File: src/rtl/bcd_counter_pkg.sv
// Shared types and constants for the multi-digit BCD counter and its 7-segment decoders.
package bcd_counter_pkg;

    typedef logic [3:0] bcd_digit_t;

    localparam logic [6:0] SEG_BLANK = 7'b1111111;

    // Active-low a..g with segment a in bit 6.
    localparam logic [6:0] SEG_PAT [10] = '{
        7'b0000001, 7'b1001111, 7'b0010010, 7'b0000110, 7'b1001100,
        7'b0100100, 7'b0100000, 7'b0001111, 7'b0000000, 7'b0000100
    };

    function automatic int clogb2(input longint n);
        int w;
        w = 1;
        while ((64'd1 << w) < n)
            w = w + 1;
        return w;
    endfunction

endpackage

File: src/rtl/bcd_seg_decode.sv
// Single BCD digit to active-low 7-segment decoder; non-decimal codes blank the display.
module bcd_seg_decode
    import bcd_counter_pkg::*;
(
    input  bcd_digit_t   bcd_i,
    output logic [6:0]   seg_o
);

    always_comb begin
        seg_o = SEG_BLANK;
        if (bcd_i <= 4'd9)
            seg_o = SEG_PAT[bcd_i];
    end

endmodule

File: src/rtl/bcd_counter_multi.sv
// Multi-digit BCD counter with tick prescaler, load, wrap pulse and 7-segment outputs.
// Define UPDOWN_EN to honour the up input; otherwise the counter is up-only.
module bcd_counter_multi
    import bcd_counter_pkg::*;
#(
    parameter int DIGITS   = 4,
    parameter int TICK_DIV = 50000000
) (
    input  logic                  clk,
    input  logic                  aclr,
    input  logic                  enable,
    input  logic                  load,
    input  logic [4*DIGITS-1:0]   load_val,
    input  logic                  up,
    output logic [4*DIGITS-1:0]   q,
    output logic                  tick,
    output logic                  carry,
    output logic [7*DIGITS-1:0]   seg
);

    localparam int              PRE_W   = clogb2(longint'(TICK_DIV));
    localparam logic [PRE_W-1:0] PRE_MAX = PRE_W'(TICK_DIV - 1);

    logic [PRE_W-1:0]    pre_q, pre_d;
    logic [4*DIGITS-1:0] cnt_q, cnt_d;
    logic                carry_q, carry_d;
    logic [4*DIGITS-1:0] step_val, load_clean;
    logic                wrap;

`ifdef UPDOWN_EN
    logic dir_up;
    assign dir_up = up;
`else
    logic unused_up;
    assign unused_up = up;
`endif

    assign tick = enable && (pre_q == PRE_MAX);

    // Ripple the +1/-1 through the digits; wrap is the carry/borrow out of the top digit.
    always_comb begin
        bcd_digit_t d;
        logic       c;
        step_val = cnt_q;
        c        = 1'b1;
        d        = '0;
        for (int i = 0; i < DIGITS; i++) begin
            d = cnt_q[4*i +: 4];
            if (c) begin
`ifdef UPDOWN_EN
                if (!dir_up) begin
                    if (d == 4'd0) begin
                        step_val[4*i +: 4] = 4'd9;
                    end else begin
                        step_val[4*i +: 4] = 4'(d - 4'd1);
                        c = 1'b0;
                    end
                end else
`endif
                if (d == 4'd9) begin
                    step_val[4*i +: 4] = 4'd0;
                end else begin
                    step_val[4*i +: 4] = 4'(d + 4'd1);
                    c = 1'b0;
                end
            end
        end
        wrap = c;
    end

    always_comb begin
        load_clean = '0;
        for (int i = 0; i < DIGITS; i++)
            load_clean[4*i +: 4] = (load_val[4*i +: 4] > 4'd9) ? 4'd0 : load_val[4*i +: 4];
    end

    // Load outranks the step and restarts the prescaler phase.
    always_comb begin
        cnt_d   = cnt_q;
        pre_d   = pre_q;
        carry_d = 1'b0;
        if (load) begin
            cnt_d = load_clean;
            pre_d = '0;
        end else begin
            if (enable)
                pre_d = tick ? '0 : PRE_W'(pre_q + 1'b1);
            if (tick) begin
                cnt_d   = step_val;
                carry_d = wrap;
            end
        end
    end

    always_ff @(posedge clk or negedge aclr) begin
        if (!aclr) begin
            cnt_q   <= '0;
            pre_q   <= '0;
            carry_q <= 1'b0;
        end else begin
            cnt_q   <= cnt_d;
            pre_q   <= pre_d;
            carry_q <= carry_d;
        end
    end

    assign q     = cnt_q;
    assign carry = carry_q;

    for (genvar g = 0; g < DIGITS; g++) begin : g_dec
        bcd_seg_decode u_dec (
            .bcd_i (cnt_q[4*g +: 4]),
            .seg_o (seg[7*g +: 7])
        );
    end

endmodule

File: config.mk
export PLATFORM = sky130hd
export DESIGN_NAME = bcd_counter_multi
export DESIGN_NICKNAME = d
export VERILOG_FILES = /design/src/rtl/bcd_counter_pkg.sv /design/src/rtl/bcd_seg_decode.sv /design/src/rtl/bcd_counter_multi.sv
export SDC_FILE = /design/constraint.sdc
export NUM_CORES = 1
export LEC_CHECK = 0
export ABC_AREA = 1
export CAP_MARGIN = 15
export CORE_ASPECT_RATIO = 1.1
export CORE_UTILIZATION = 53
export DETAILED_ROUTE_END_ITERATION = 8
export PLACE_DENSITY = 0.81
export SETUP_SLACK_MARGIN = 0.5
export SLEW_MARGIN = 0
export SYNTH_ARGS = -nofsm -noshare
export SYNTH_HDL_FRONTEND = slang
export SYNTH_SLANG_ARGS = --single-unit
File: constraint.sdc
create_clock -name clk -period 1.7 [get_ports clk]
set_input_delay 0.34 -clock clk [delete_from_list [all_inputs] [get_ports clk]]
set_output_delay 0.34 -clock clk [all_outputs]
set_load 0.1 [all_outputs]
==> run summary, run 1 <==
The flow did not finish. The last stage the flow got to is clock tree synthesis. The first error in the log reads "[ERROR DPL-0038] Utilization greater than 100%, impossible to legalize". The share of synthesized area occupied by flip-flops and latches is 0.3131, and the effective utilization at floorplan is 0.5516. The detailed placement HPWL was 11460 um.

The total number of placement rows is 30, and the height of the chip is 86.46 um. The run gives 1 as the number of buffers inserted for hold repair after clock tree synthesis. The synthesized area per cell is 6.635 um2, and the total of cells resized after clock tree synthesis is 210. Total of flip-flops plus latches after synthesis: 43. Cell with the most instances after synthesis: nand2_1. For the count of clock tree sinks, the log shows 43. After synthesis the cells add up to 0.003437 mm2. 67 I/O pins were placed. For this run, the number of Yosys warnings is 0.

The fraction of post-synthesis cell area in the top cell type by area was 0.3131; the post-synthesis net count was 561. The clock passes through at most 2 buffers. The cell count after synthesis came out at 518.

Sorting the synthesized cells by area gives the leading types as dfrtp_1, nand2_1, ha_1. The largest total area in the synthesized netlist belongs to dfrtp_1. The unique cell type count in the Yosys netlist was 34. The number of clock buffers added by TritonCTS is 5.

The tools report the final weighted congestion of routability-driven global placement as 0.9664. The share of async-settable or async-resettable flops after synthesis works out to 1.000. The width of the die was 78.78 um. The most used flip-flop cell after synthesis was dfrtp_1. The number of enable-type register cells in the synthesized netlist came out at 0.

By count the netlist is led by nand2_1, nor2_1, inv_1, nand3_1, o21ai_0. The number of I/O port buffers was 65. The tools report the number of levels the H-tree was split into as 2. The tree is rooted in a clkbuf_8.

For the number of buffers inserted by post-CTS setup repair, the log shows 44.
==> logic make-up after synthesis <==
| logic type | share of synthesized area |
|---|---|
| and+or+nand+nor | 0.3768 |
| xor gates and xnor gates | 0.03568 |
| DFF | 0.3131 |
| buffers and inverters | 0.09028 |
| adders and majority gates | 0.08009 |
| AOI/OAI and AO/OA | 0.1041 |
==> stage by stage <==
step / hold WS (ps) / instance area (um2) / setup WS, ps / cells / utilization
detailed placement: 332.6 / 5911 / -234.5 / 730 / 0.9486
floorplan: 44.41 / 4193 / -434.6 / 518 / -
global placement: 329.6 / 5911 / -168.4 / 730 / 0.9486
==> run 2: changes to the inputs <==
--- a/config.mk
+++ b/config.mk
@@ -7,11 +7,9 @@
 export LEC_CHECK = 0
 export ABC_AREA = 1
 export CAP_MARGIN = 15
-export CORE_ASPECT_RATIO = 1.1
-export CORE_UTILIZATION = 53
+export CORE_UTILIZATION = 40
 export DETAILED_ROUTE_END_ITERATION = 8
-export PLACE_DENSITY = 0.81
-export SETUP_SLACK_MARGIN = 0.5
+export PLACE_DENSITY_LB_ADDON = 0.15
 export SLEW_MARGIN = 0
 export SYNTH_ARGS = -nofsm -noshare
 export SYNTH_HDL_FRONTEND = slang
==> run 2 against run 1 <==
  * The flow now finishes, with violations (setup timing)
  * Synthesized cell count unchanged
  * Synthesized area unchanged
==> run summary, run 2 <==
The flow ran to the end, but the final reports show violations. The checks that failed: setup timing. The number of buffers created by CTS came out at 5 (unchanged). Based on the critical path, the design can be clocked at up to 484.0 MHz. The completed layout was analyzed and its total power is 8189 uW.

The total number of placement rows was 33 (+10%); the number of pins with negative max-slew slack in the final report was 0. The worst flop-to-flop path endpoint is q[15]. Power share of the sequential group: 0.159. The logs give 721 for the net total in the final layout and -366.0 ps for the post-route worst setup slack. The average wire length per cell after detail routing is 15.92 um, and the number of buffers on the longest clock path is 2 (unchanged). The share of async-settable or async-resettable flops after synthesis was 1.000 (unchanged). The fraction of post-synthesis cell area in the top cell type by area came out at 0.3131 (unchanged).

Among all flip-flop cells after synthesis, the most frequent one is dfrtp_1. The tools report the unique cell type count in the Yosys netlist as 34 (unchanged). In this run the power spent charging and discharging nets is 4288 uW. The synthesized area per cell came out at 6.635 um2 (unchanged).

The tools report the max-capacitance violation count as 0. Setup repair after global routing could not meet its margin everywhere. Clock-pin slew was measured on the worst setup and hold paths at 80 ps.

The total of flip-flops plus latches after synthesis was 43 (unchanged). The run gives 12480 um as the overall routed net length. Entering global routing, the biggest net connects 44 pins.

The synthesized design spends more area on one cell type than any other, namely dfrtp_1. The leading cell type in the layout, fill and taps excluded is nand2_1. The logs give 0.6403 for the worst-case headroom to the max-slew limit and 0 for the number of antenna cells inserted. By count the netlist is led by nand2_1, nor2_1, inv_1, nand3_1, o21ai_0.

Count of clock tree sinks: 43 (unchanged). The critical path startpoint category was a flip-flop. The clock root buffer was clkbuf_8. TritonCTS built the clock tree. The design internal power is 3901 uW, and the power density over the cells is 1234 mW/mm2. Ranked by flip-flop count, first place goes to pre_q.

The global routing usage summed across all routing layers came out at 0.2649. The cell with the most instances after synthesis is nand2_1. The run gives 38 as the final setup violation count. By startpoint and endpoint, the worst setup path is classified as flip-flop to output port. The first global-routing pass estimated 18430 um of wire. Along the worst path, the maximum fanout reaches 7.

The tools report the number of routed nets with antenna violations as 0. STA puts the critical path data arrival time at 1730 ps. The floorplan step defined a die boundary enclosing 0.008967 mm2.

Summed over all layers, the global routing overflow is 0. The run gives 5 as the number of detailed-routing iterations run before antenna repair. For the via count of the first global-routing pass, the log shows 4075. The combinational power share was 0.745; the switching fraction of total power was 0.5236. The startpoint of the worst-slack reg-to-reg timing path is q[5]. The fraction of final layout cells with drive strength greater than 1 is 0.4345. The run gives 518 (unchanged) as the gate count of the mapped netlist. For this block, the initial DRC count from the detailed router was 175.

The layout has 489 filler cells. The type of element capturing the critical path is an output port. Width of the die: 94.70 um (+20%).

The run gives 67 (unchanged) as the number of top-level pins. The number of cells on the worst reg-to-reg path is 11. The number of flip-flops under the largest register name is 26.

The hold violation count in the final report is 0. The post-synthesis net count was 561 (unchanged). For the worst setup path, the data required time is 1360 ps.

The share of synthesized area occupied by flip-flops and latches was 0.3131 (unchanged). The utilization after layout is 0.8033. The area growth from synthesis to layout is 93.01%. The routed design could run at a clock period as short as 2066 ps. The final period utilization works out to 1.215.

Summing over every cut layer, the via total after detailed routing is 4197. The post-detailed-route via-to-cell ratio came out at 5.353. The number of enable-type register cells in the synthesized netlist was 0 (unchanged). Leaving out fill and tap cells, the most frequent cells in the layout are nand2_1, buf_4, nor2_1. The number of I/O port buffers works out to 65 (unchanged). Across the VDD grid, the largest voltage drop is 949.5 uV. The number of antenna violations at the first check in global routing is 0, and the number of DRC violations after detailed routing is 0. For the final routed database, the setup TNS stands at -10190 ps.

The path class of the tightest hold or removal check is primary input to async pin. The slew at the pin closest to its max-slew limit was 539.5 ps. The later pin in the worst-skew pair is clocked with a latency of 300 ps. The tools report the detailed placement HPWL as 8317 um (-27%).

The placement-stage worst setup slack was -202.1 ps (+32.42 ps). The area of the mapped netlist was 0.003437 mm2 (unchanged). The leakage power figure was 0.002813 uW; the height of the chip was 94.70 um (+9.5%). By area the synthesized netlist is led by dfrtp_1, nand2_1, ha_1. For flop-to-flop paths, the worst setup slack is -170 ps. The run gives 9.604 ps as the worst setup skew after layout. For the effective utilization at floorplan, the log shows 0.4162 (-0.1354). The run gives 0.008258 mm2 as the placeable core region. The number of levels the H-tree was split into is 2 (unchanged), and the proportion of power drawn by the clock network is 0.096. The tools report the number of synthesis warnings as 0 (unchanged). The final weighted congestion of routability-driven global placement came out at 0.9133 (-5.5%).
==> run 2: cell counts after synthesis <==
Identical to the previous run, type by type.
==> run 2: power by group through the flow <==
stage | sequential [uW] | clock [uW] | combinational, uW
after floorplan | 1800 | 0 | 3110
after global placement | 1270 | 0 | 5550
after detailed placement | 1280 | 0 | 5610
after CTS | 1280 | 797 | 5890
after global routing | 1310 | 836 | 6320
final | 1300 | 786 | 6100
==> run 2: metal layers <==
metal	part of all wire	vias to the layer above	GRT usage
li1	-	1985	-
met1	0.39	1991	0.3110
met2	0.52	173	0.4850
met3	0.047	48	0.02818
met4	0.039	0	0.1124
met5	0	-	0
==> run 2: area by class of cell <==
type                            instances  area, um2  area share
Clock buffer                            7      76.32     0.01151
Inverter                               63      292.8     0.04413
Multi-Input combinational cell        402       2975      0.4485
Tap cell                              105      131.4     0.01980
Clock inverter                          1      30.03    0.004527
Sequential cell                        43       1134      0.1709
Timing Repair Buffer                  163       1994      0.3006
==> run 2: worst max-delay path by stage <==
stage / start / end / slack [ps] / depth (start not counted)
global route: q[4] / seg[9] / -410 / 5
finish: q[4] / seg[9] / -370 / 5
global placement: enable / tick / -210 / 6
CTS: q[5] / seg[9] / -330 / 6
detailed placement: enable / tick / -200 / 6
floorplan: q[4] / seg[9] / -430 / 3
==> run 2: through the flow <==
| step | instances | hold slack [ps] | cell area, um2 |
|---|---|---|---|
| CTS | 774 | 117.2 | 6391 |
| global placement | 752 | 447.0 | 5888 |
| floorplan | 518 | 44.41 | 4145 |
| detailed placement | 752 | 445.7 | 5888 |
| finish | 784 | 101.7 | 6634 |
| global route | 784 | 152.8 | 6634 |
==> run 2: timing repair <==
| action | in CTS | in global routing |
|---|---|---|
| setup endpoints to repair | 33 | 66 |
| setup buffers | 14 | 9 |
| gates resized for setup | 51 | 44 |
| hold buffers | 0 | 0 |
| gates cloned | 0 | 1 |
| pin swaps | 22 | 22 |
==> run 2: kinds of logic (layout without fill, tap and decap cells) <==
logic type / after synthesis / count (layout) / share of synthesized area
AND/OR/NAND/NOR: 299 / 300 / 0.3768
buffers and inverters: 74 / 234 / 0.09028
AO/OA/AOI/OAI: 66 / 66 / 0.1041
flip-flops: 43 / 43 / 0.3131
adder cells (fa/ha/maj): 22 / 22 / 0.08009
XOR/XNOR: 14 / 14 / 0.03568
==> run 2: worst max-delay path, stage by stage, from the launching register on <==
cell	delay, ps
dfrtp_4	540
ha_4	200
nand3_4	100
nand3_4	220
o311ai_4	150
buf_12	210
Note: power is estimated with default switching activity, not from simulation.
